===== src/rtl/umi_mem_agent_pkg.sv =====
// UMI opcode and atomic-subtype constants shared by the memory agent.
// Opcodes live in cmd[3:0]; atomic subtypes live in cmd[15:8].
package umi_mem_agent_pkg;

  localparam logic [3:0] UMI_REQ_READ   = 4'h1;
  localparam logic [3:0] UMI_RESP_READ  = 4'h2;
  localparam logic [3:0] UMI_REQ_WRITE  = 4'h3;
  localparam logic [3:0] UMI_RESP_WRITE = 4'h4;
  localparam logic [3:0] UMI_REQ_POSTED = 4'h5;
  localparam logic [3:0] UMI_REQ_ATOMIC = 4'h9;

  localparam logic [7:0] UMI_ATOMIC_ADD  = 8'h00;
  localparam logic [7:0] UMI_ATOMIC_AND  = 8'h01;
  localparam logic [7:0] UMI_ATOMIC_OR   = 8'h02;
  localparam logic [7:0] UMI_ATOMIC_XOR  = 8'h03;
  localparam logic [7:0] UMI_ATOMIC_MAX  = 8'h04;
  localparam logic [7:0] UMI_ATOMIC_MIN  = 8'h05;
  localparam logic [7:0] UMI_ATOMIC_MAXU = 8'h06;
  localparam logic [7:0] UMI_ATOMIC_MINU = 8'h07;
  localparam logic [7:0] UMI_ATOMIC_SWAP = 8'h08;

endpackage


===== src/rtl/umi_mem_agent_decode.sv =====
// Classifies a UMI command into the request kinds the agent executes.
// Everything else, including responses and unknown atomics, is unsupported.
module umi_mem_agent_decode
  import umi_mem_agent_pkg::*;
#(
  parameter int CW = 32
) (
  input  logic [CW-1:0] cmd,
  output logic          is_read,
  output logic          is_write,
  output logic          is_posted,
  output logic          is_atomic,
  output logic          is_unsup
);

  logic [3:0] op;
  logic [7:0] atype;

  assign op    = cmd[3:0];
  assign atype = cmd[15:8];

  always_comb begin
    is_read   = 1'b0;
    is_write  = 1'b0;
    is_posted = 1'b0;
    is_atomic = 1'b0;
    is_unsup  = 1'b0;
    unique case (1'b1)
      op == UMI_REQ_READ:   is_read   = 1'b1;
      op == UMI_REQ_WRITE:  is_write  = 1'b1;
      op == UMI_REQ_POSTED: is_posted = 1'b1;
      op == UMI_REQ_ATOMIC &&
        atype <= UMI_ATOMIC_SWAP:
                            is_atomic = 1'b1;
      default:              is_unsup  = 1'b1;
    endcase
  end

endmodule


===== src/rtl/umi_mem_agent.sv =====
// Device-side UMI request executor: one transaction at a time,
// read/write/atomic RMW on a single-port local bus, then a UMI response.
module umi_mem_agent
  import umi_mem_agent_pkg::*;
#(
  parameter int CW = 32,
  parameter int AW = 64,
  parameter int DW = 64
) (
  input  logic          clk,
  input  logic          nreset,
  input  logic          udev_req_valid,
  input  logic [CW-1:0] udev_req_cmd,
  input  logic [AW-1:0] udev_req_dstaddr,
  input  logic [AW-1:0] udev_req_srcaddr,
  input  logic [DW-1:0] udev_req_data,
  output logic          udev_req_ready,
  output logic          udev_resp_valid,
  output logic [CW-1:0] udev_resp_cmd,
  output logic [AW-1:0] udev_resp_dstaddr,
  output logic [AW-1:0] udev_resp_srcaddr,
  output logic [DW-1:0] udev_resp_data,
  input  logic          udev_resp_ready,
  output logic          loc_req,
  output logic          loc_we,
  output logic [AW-1:0] loc_addr,
  output logic [DW-1:0] loc_wdata,
  input  logic          loc_ready,
  input  logic [DW-1:0] loc_rdata,
  output logic          err_unsupported
);

  typedef enum logic [2:0] {
    S_IDLE,
    S_LREQ,
    S_LRD,
    S_AWR,
    S_RESP
  } state_t;

  state_t state, state_nxt;

  logic [CW-1:0] cmd_q;
  logic [AW-1:0] dst_q;
  logic [AW-1:0] src_q;
  logic [DW-1:0] data_q;
  logic [DW-1:0] old_q;
  logic          err_q;
  logic [DW-1:0] alu_res;
  logic [CW-1:0] dec_cmd;
  logic          accept;
  logic          d_read, d_write, d_posted;
  logic          d_atomic, d_unsup;

  // Decode the live command while idle, the captured one afterwards.
  assign dec_cmd = (state == S_IDLE) ? udev_req_cmd : cmd_q;
  assign accept  = udev_req_valid & udev_req_ready;

  umi_mem_agent_decode #(.CW(CW)) u_decode (
    .cmd       (dec_cmd),
    .is_read   (d_read),
    .is_write  (d_write),
    .is_posted (d_posted),
    .is_atomic (d_atomic),
    .is_unsup  (d_unsup)
  );

  always_ff @(posedge clk or negedge nreset) begin
    if (!nreset) state <= S_IDLE;
    else         state <= state_nxt;
  end

  always_comb begin
    state_nxt = state;
    case (state)
      S_IDLE:
        if (accept && !d_unsup) state_nxt = S_LREQ;
      S_LREQ:
        if (loc_ready) begin
          if (d_write)       state_nxt = S_RESP;
          else if (d_posted) state_nxt = S_IDLE;
          else               state_nxt = S_LRD;
        end
      S_LRD:
        state_nxt = d_atomic ? S_AWR : S_RESP;
      S_AWR:
        if (loc_ready) state_nxt = S_RESP;
      S_RESP:
        if (udev_resp_ready) state_nxt = S_IDLE;
      default:
        state_nxt = S_IDLE;
    endcase
  end

  always_comb begin
    udev_req_ready  = 1'b0;
    udev_resp_valid = 1'b0;
    loc_req         = 1'b0;
    loc_we          = 1'b0;
    case (state)
      S_IDLE: udev_req_ready = nreset;
      S_LREQ: begin
        loc_req = 1'b1;
        loc_we  = d_write | d_posted;
      end
      S_AWR: begin
        loc_req = 1'b1;
        loc_we  = 1'b1;
      end
      S_RESP: udev_resp_valid = 1'b1;
      default: ;
    endcase
  end

  always_ff @(posedge clk or negedge nreset) begin
    if (!nreset) begin
      cmd_q  <= '0;
      dst_q  <= '0;
      src_q  <= '0;
      data_q <= '0;
      old_q  <= '0;
      err_q  <= 1'b0;
    end else begin
      err_q <= accept & d_unsup;
      if (accept) begin
        cmd_q  <= udev_req_cmd;
        dst_q  <= udev_req_dstaddr;
        src_q  <= udev_req_srcaddr;
        data_q <= udev_req_data;
      end
      if (state == S_LRD) old_q <= loc_rdata;
    end
  end

  always_comb begin
    alu_res = data_q;
    case (cmd_q[15:8])
      UMI_ATOMIC_ADD:  alu_res = old_q + data_q;
      UMI_ATOMIC_AND:  alu_res = old_q & data_q;
      UMI_ATOMIC_OR:   alu_res = old_q | data_q;
      UMI_ATOMIC_XOR:  alu_res = old_q ^ data_q;
      UMI_ATOMIC_MAX:
        alu_res = ($signed(old_q) > $signed(data_q)) ? old_q : data_q;
      UMI_ATOMIC_MIN:
        alu_res = ($signed(old_q) < $signed(data_q)) ? old_q : data_q;
      UMI_ATOMIC_MAXU: alu_res = (old_q > data_q) ? old_q : data_q;
      UMI_ATOMIC_MINU: alu_res = (old_q < data_q) ? old_q : data_q;
      UMI_ATOMIC_SWAP: alu_res = data_q;
      default:         alu_res = data_q;
    endcase
  end

  assign loc_addr  = dst_q;
  assign loc_wdata = (state == S_AWR) ? alu_res : data_q;

  assign udev_resp_cmd = {cmd_q[CW-1:4],
                          d_write ? UMI_RESP_WRITE : UMI_RESP_READ};
  assign udev_resp_dstaddr = src_q;
  assign udev_resp_srcaddr = dst_q;
  assign udev_resp_data    = d_write ? '0 : old_q;
  assign err_unsupported   = err_q;

endmodule


===== config.mk =====
export PLATFORM = sky130hd
export DESIGN_NAME = umi_mem_agent
export DESIGN_NICKNAME = d
export VERILOG_FILES = /design/src/rtl/umi_mem_agent_pkg.sv /design/src/rtl/umi_mem_agent_decode.sv /design/src/rtl/umi_mem_agent.sv
export SDC_FILE = /design/constraint.sdc
export NUM_CORES = 1
export LEC_CHECK = 0
export BUFFER_PORTS_ARGS = -buffer_cell sky130_fd_sc_hd__buf_2
export CAP_MARGIN = 20
export CORE_AREA = 4 4 252 254
export CTS_CLUSTER_SIZE = 20
export DETAILED_ROUTE_END_ITERATION = 8
export DIE_AREA = 0 0 256 258
export PLACE_DENSITY = 0.54
export SYNTH_ARGS = -nofsm -noshare
export SYNTH_HDL_FRONTEND = slang
export SYNTH_SLANG_ARGS = --single-unit

===== constraint.sdc =====
create_clock -name clk -period 6.2 [get_ports clk]
set_input_delay 1.24 -clock clk [delete_from_list [all_inputs] [get_ports clk]]
set_output_delay 1.24 -clock clk [all_outputs]
set_load 0.02 [all_outputs]

==> impl_results.html <==
<table>
<tr><th>Metric</th><th>Value</th></tr>
<tr><th colspan="2">Status</th></tr>
<tr><td>Run status</td><td>finished, final reports clean</td></tr>
<tr><th colspan="2">STA</th></tr>
<tr><td>Transition time at the pin with the least slew margin</td><td>1030 ps</td></tr>
<tr><td>Hold WS</td><td>502 ps</td></tr>
<tr><td>Final worst setup slack</td><td>128 ps</td></tr>
<tr><td>Final cycle utilization of the critical path</td><td>97.9%</td></tr>
<tr><td>Clk_skew</td><td>28.8 ps</td></tr>
<tr><td>Final Setup Violations</td><td>0</td></tr>
<tr><td>Final count of pins violating max slew</td><td>0</td></tr>
<tr><td>Shortest clock period the worst path allows after layout</td><td>6070 ps</td></tr>
<tr><td>Max-Slew Margin vs Limit</td><td>31.7%</td></tr>
<tr><td>Highest clock rate</td><td>165 MHz</td></tr>
<tr><td>Final-report hold violation count</td><td>0</td></tr>
<tr><th colspan="2">Yosys</th></tr>
<tr><td>Proportion of register bits with asynchronous set or reset after synthesis</td><td>100%</td></tr>
<tr><td>Main synth FF type</td><td>sky130_fd_sc_hd__dfrtp_1</td></tr>
<tr><td>Number of flops mapped to enable cells by yosys</td><td>0</td></tr>
<tr><td>Sequential-to-total area share from yosys stat</td><td>33.9%</td></tr>
<tr><td>Gate count of the mapped netlist</td><td>2486</td></tr>
<tr><td>Mean instance size in the synthesized netlist</td><td>8.68 sq um</td></tr>
<tr><td>Flip-flop and latch count after synthesis</td><td>292</td></tr>
<tr><td>Synth unique cells</td><td>77</td></tr>
<tr><td>Total of warnings raised by yosys</td><td>0</td></tr>
<tr><td>Post-Synthesis Cell Area</td><td>21600 sq um</td></tr>
<tr><th colspan="2">Worst setup path</th></tr>
<tr><td>Crit-path max FO</td><td>9</td></tr>
<tr><td>Critical path endpoint category</td><td>output pin</td></tr>
<tr><td>Path type of the worst setup path</td><td>register to output pin</td></tr>
<tr><td>Setup slack of the most critical reg-to-reg path</td><td>3320 ps</td></tr>
<tr><td>Critical path required time</td><td>4960 ps</td></tr>
<tr><td>Nature of the critical path startpoint</td><td>register</td></tr>
<tr><td>Critical Path AT</td><td>4830 ps</td></tr>
<tr><th colspan="2">Cells and area</th></tr>
<tr><td>Sequential cell area</td><td>7310 sq um</td></tr>
<tr><td>Final instance area</td><td>26800 sq um</td></tr>
<tr><td>Final-stage net count</td><td>3484</td></tr>
<tr><td>FILL cells</td><td>6153</td></tr>
<tr><td>Multi-input combinational cell area</td><td>12500 sq um</td></tr>
<tr><td>Layout cells sized above 1</td><td>34.6%</td></tr>
<tr><td>Area growth from synthesis to layout</td><td>24.3%</td></tr>
<tr><td>Fraction of the core area covered by cells at the end of the flow</td><td>43.8%</td></tr>
<tr><th colspan="2">Power and ir drop</th></tr>
<tr><td>Total power per unit cell area</td><td>658 nW/um^2</td></tr>
<tr><td>IR Drop Worst-Case VDD</td><td>0.319 mV</td></tr>
<tr><td>Leakage power summed over all cells</td><td>12.9 nW</td></tr>
<tr><th colspan="2">Drt</th></tr>
<tr><td>Average vias per placed instance</td><td>5.56</td></tr>
<tr><td>Drt drc</td><td>0</td></tr>
<tr><td>Iteration-0 DRC count of the detailed router</td><td>1530</td></tr>
<tr><td>WL final</td><td>93.8 mm</td></tr>
<tr><td>Residual antenna-violating net count after detailed routing</td><td>0</td></tr>
<tr><td>WL per Instance</td><td>24.6 microns</td></tr>
<tr><td>First-pass iteration count of the detailed router</td><td>5</td></tr>
<tr><td>Total number of vias</td><td>21200</td></tr>
<tr><th colspan="2">Global route</th></tr>
<tr><td>Grt total ovfl</td><td>0</td></tr>
<tr><td>Largest net degree at the start of global routing</td><td>99</td></tr>
<tr><td>Number of antenna violations at the first check in global routing</td><td>17</td></tr>
<tr><td>Number of global-route vias before repair</td><td>21600</td></tr>
<tr><td>Wire length of the first global-routing pass</td><td>140 mm</td></tr>
<tr><td>All-layer global routing usage</td><td>27.1%</td></tr>
<tr><th colspan="2">CTS</th></tr>
<tr><td>Clock Tree Buf Depth</td><td>3</td></tr>
<tr><td>Clock insertion delay at the later pin of the skew report</td><td>600 ps</td></tr>
<tr><td>Clock tree from TritonCTS</td><td>built</td></tr>
<tr><td>Number of clock sinks</td><td>292</td></tr>
<tr><td>Total number of H-tree levels</td><td>2</td></tr>
<tr><td>Number of clock buffers inserted by TritonCTS</td><td>39</td></tr>
<tr><td>Clk Tree Root Cell</td><td>sky130_fd_sc_hd__clkbuf_16</td></tr>
<tr><td>Clk pin slew, worst setup/hold paths</td><td>60 ps</td></tr>
<tr><th colspan="2">Place</th></tr>
<tr><td>I/O Buffers</td><td>647</td></tr>
<tr><td>Final weighted congestion in routability-driven placement</td><td>0.932</td></tr>
<tr><td>Pre-CTS setup slack</td><td>-167 ps</td></tr>
<tr><td>Placed Area</td><td>25100 sq um</td></tr>
<tr><td>Hpwl dp</td><td>71.7 mm</td></tr>
<tr><th colspan="2">Floorplan</th></tr>
<tr><td>Effective utilization at floorplan</td><td>35.2%</td></tr>
<tr><td>Width of the die</td><td>256 microns</td></tr>
<tr><td>Site Rows</td><td>91</td></tr>
<tr><td>Count of boundary I/O pins</td><td>650</td></tr>
<tr><td>Die area</td><td>66000 sq um</td></tr>
<tr><td>CORE AREA</td><td>61300 sq um</td></tr>
<tr><td>Die extent in y</td><td>258 microns</td></tr>
<tr><th colspan="2">Worst hold path</th></tr>
<tr><td>Worst min path class</td><td>register to register</td></tr>
<tr><th colspan="2">Flow run</th></tr>
<tr><td>Max-cap check violation count</td><td>0</td></tr>
</table>
worst max-delay path, stage by stage, from the launching register on:
cell and delay [ps]:
sky130_fd_sc_hd__dfrtp_1 420, sky130_fd_sc_hd__inv_1 120, sky130_fd_sc_hd__ha_1 340, sky130_fd_sc_hd__buf_4 170
sky130_fd_sc_hd__nand4_1 150, sky130_fd_sc_hd__nor2_1 220, sky130_fd_sc_hd__or4b_2 600, sky130_fd_sc_hd__o21ai_0 470
sky130_fd_sc_hd__o31ai_2 170, sky130_fd_sc_hd__nand3_2 220, sky130_fd_sc_hd__a31oi_1 160, sky130_fd_sc_hd__o21bai_1 270
sky130_fd_sc_hd__xnor2_1 130, sky130_fd_sc_hd__o221a_2 270, sky130_fd_sc_hd__a21oi_1 290, sky130_fd_sc_hd__buf_2 240
sequential cells by signal, indices dropped and copies added, names as in the netlist:
name,cells
cmd_q,32
loc_addr,64
old_q,64
state,3
err_unsupported,1
data_q,64
udev_resp_dstaddr,64
synthesized netlist by cell type, types with 10 or more instances:
| library cell | n | area, sq um |
|---|---|---|
| sky130_fd_sc_hd__o211ai_1 | 32 | 240 |
| sky130_fd_sc_hd__and2_1 | 10 | 62.6 |
| sky130_fd_sc_hd__o31ai_1 | 17 | 128 |
| sky130_fd_sc_hd__o221ai_1 | 21 | 184 |
| sky130_fd_sc_hd__a21o_1 | 35 | 263 |
| sky130_fd_sc_hd__o21ai_0 | 257 | 1290 |
| sky130_fd_sc_hd__and3_1 | 18 | 113 |
| sky130_fd_sc_hd__o21bai_1 | 20 | 150 |
| sky130_fd_sc_hd__a31oi_1 | 12 | 75.1 |
| sky130_fd_sc_hd__a221oi_1 | 31 | 272 |
| sky130_fd_sc_hd__buf_2 | 15 | 75.1 |
| sky130_fd_sc_hd__nand2b_1 | 14 | 87.6 |
| sky130_fd_sc_hd__ha_1 | 192 | 2400 |
| sky130_fd_sc_hd__o21a_1 | 13 | 97.6 |
| sky130_fd_sc_hd__dfrtp_1 | 292 | 7310 |
| sky130_fd_sc_hd__nor4_1 | 16 | 100 |
| sky130_fd_sc_hd__mux2_2 | 163 | 1840 |
| sky130_fd_sc_hd__buf_4 | 103 | 773 |
| sky130_fd_sc_hd__a221oi_2 | 16 | 240 |
| sky130_fd_sc_hd__nand4_1 | 28 | 175 |
| sky130_fd_sc_hd__a22oi_1 | 15 | 113 |
| sky130_fd_sc_hd__clkbuf_1 | 136 | 510 |
| sky130_fd_sc_hd__nor3_1 | 29 | 145 |
| sky130_fd_sc_hd__nand3_1 | 27 | 135 |
| sky130_fd_sc_hd__o22ai_1 | 11 | 68.8 |
| sky130_fd_sc_hd__nand2_1 | 233 | 875 |
| sky130_fd_sc_hd__mux2i_1 | 15 | 150 |
| sky130_fd_sc_hd__a21oi_1 | 208 | 1040 |
| sky130_fd_sc_hd__nor2_1 | 181 | 679 |
| sky130_fd_sc_hd__xnor2_1 | 10 | 87.6 |
| sky130_fd_sc_hd__a211oi_1 | 16 | 120 |
| sky130_fd_sc_hd__inv_1 | 167 | 627 |
power breakdown:
part	total [mW]	internal, mW	switching, mW
Clock	2.41	1.46	0.955
Combinational	11.5	3.93	7.59
Sequential	3.72	2.87	0.846
final timing paths:
| check | startpoint | to | depth (start not counted) |
|---|---|---|---|
| max | old_q[15]$_DFFE_PN0N_ | loc_wdata[36] | 15 |
| min | udev_resp_dstaddr[14]$_DFFE_PN0P_ | udev_resp_dstaddr[14]$_DFFE_PN0P_ | 1 |
| max reg2reg | state[1]$_DFFE_PN0P_ | loc_addr[12]$_DFFE_PN0P_ | 5 |
| min reg2reg | udev_resp_dstaddr[14]$_DFFE_PN0P_ | udev_resp_dstaddr[14]$_DFFE_PN0P_ | 1 |
| max in group asynchronous | nreset | udev_resp_dstaddr[3]$_DFFE_PN0P_ | 2 |
| min in group asynchronous | nreset | data_q[56]$_DFFE_PN0P_ | 1 |
routing by layer:
layer | routed length [microns] | part of all wire (%) | global-route usage, % | up-vias
li1 | - | - | - | 9744
met1 | 36900 | 39 | 32.7 | 10500
met2 | 47100 | 50 | 48.1 | 839
met3 | 6840 | 7.3 | 6.42 | 155
met4 | 2910 | 3.1 | 8.35 | 16
met5 | 106 | 0.11 | 0 | -
layout by cell type (no fill, tap or decap), types with 11 or more instances in the layout:
cell,netlist,layout
sky130_fd_sc_hd__mux2_2,163,163
sky130_fd_sc_hd__nor3_1,29,26
sky130_fd_sc_hd__inv_1,167,165
sky130_fd_sc_hd__buf_4,103,73
sky130_fd_sc_hd__a21oi_1,208,204
sky130_fd_sc_hd__dfrtp_1,292,292
sky130_fd_sc_hd__a31oi_1,12,11
sky130_fd_sc_hd__a221oi_1,31,29
sky130_fd_sc_hd__o211ai_1,32,32
sky130_fd_sc_hd__and3_1,18,17
sky130_fd_sc_hd__o21ai_0,257,257
sky130_fd_sc_hd__a22oi_1,15,15
sky130_fd_sc_hd__o21a_1,13,12
sky130_fd_sc_hd__nand2_1,233,231
sky130_fd_sc_hd__buf_2,15,646
sky130_fd_sc_hd__a211oi_1,16,16
sky130_fd_sc_hd__nand2b_1,14,14
sky130_fd_sc_hd__mux2i_1,15,13
sky130_fd_sc_hd__ha_2,0,11
sky130_fd_sc_hd__nor2_1,181,180
sky130_fd_sc_hd__clkbuf_16,0,39
sky130_fd_sc_hd__nand3_1,27,23
sky130_fd_sc_hd__a221oi_2,16,18
sky130_fd_sc_hd__ha_1,192,180
sky130_fd_sc_hd__o31ai_1,17,15
sky130_fd_sc_hd__a21o_1,35,35
sky130_fd_sc_hd__o22ai_1,11,11
sky130_fd_sc_hd__o21bai_1,20,20
sky130_fd_sc_hd__nand4_1,28,28
sky130_fd_sc_hd__o221ai_1,21,21
cells by family (layout without fill, tap and decap cells):
group                    Yosys count  after routing  share of synthesized area (%)
AO/OA/AOI/OAI                    773            773                           22.8
buffers and inverters            432            969                           9.54
other                              1              4                         0.0174
XOR/XNOR                          17             17                          0.725
adder cells (fa/ha/maj)          193            193                           11.2
flip-flops                       292            292                           33.9
AND/OR/NAND/NOR                  598            598                           12.4
multiplexers                     180            180                           9.41
through the flow:
| step | power (mW) | std cells | setup TNS, ps |
|---|---|---|---|
| 2_1_floorplan | 11.0 | 2487 | 0 |
| 3_3_place_gp | 14.7 | 3738 | -307 |
| 3_5_place_dp | 14.8 | 3738 | -1760 |
| 4_1_cts | 17.4 | 3806 | 0 |
| 5_1_grt | 18.8 | 3815 | -6.23 |
| 6_report | 17.7 | 3816 | 0 |
timing repair:
action	4_1_cts	5_1_grt
setup endpoints to repair	64	52
pin swaps	2	9
endpoints found under the hold margin	0	0
hold buffers	0	0
buffers inserted	1	7
gates resized for setup	18	42
cell type report:
cell class	instances	share of cell area, %
antenna	2	0.0187
clock buffer	52	4.08
clock inverter	15	0.910
inverter	171	2.39
multi-input combinational	1763	46.8
sequential	292	27.2
tap	790	3.69
timing repair buffer	731	14.9
No activity file was read; power rests on OpenSTA's default activity.
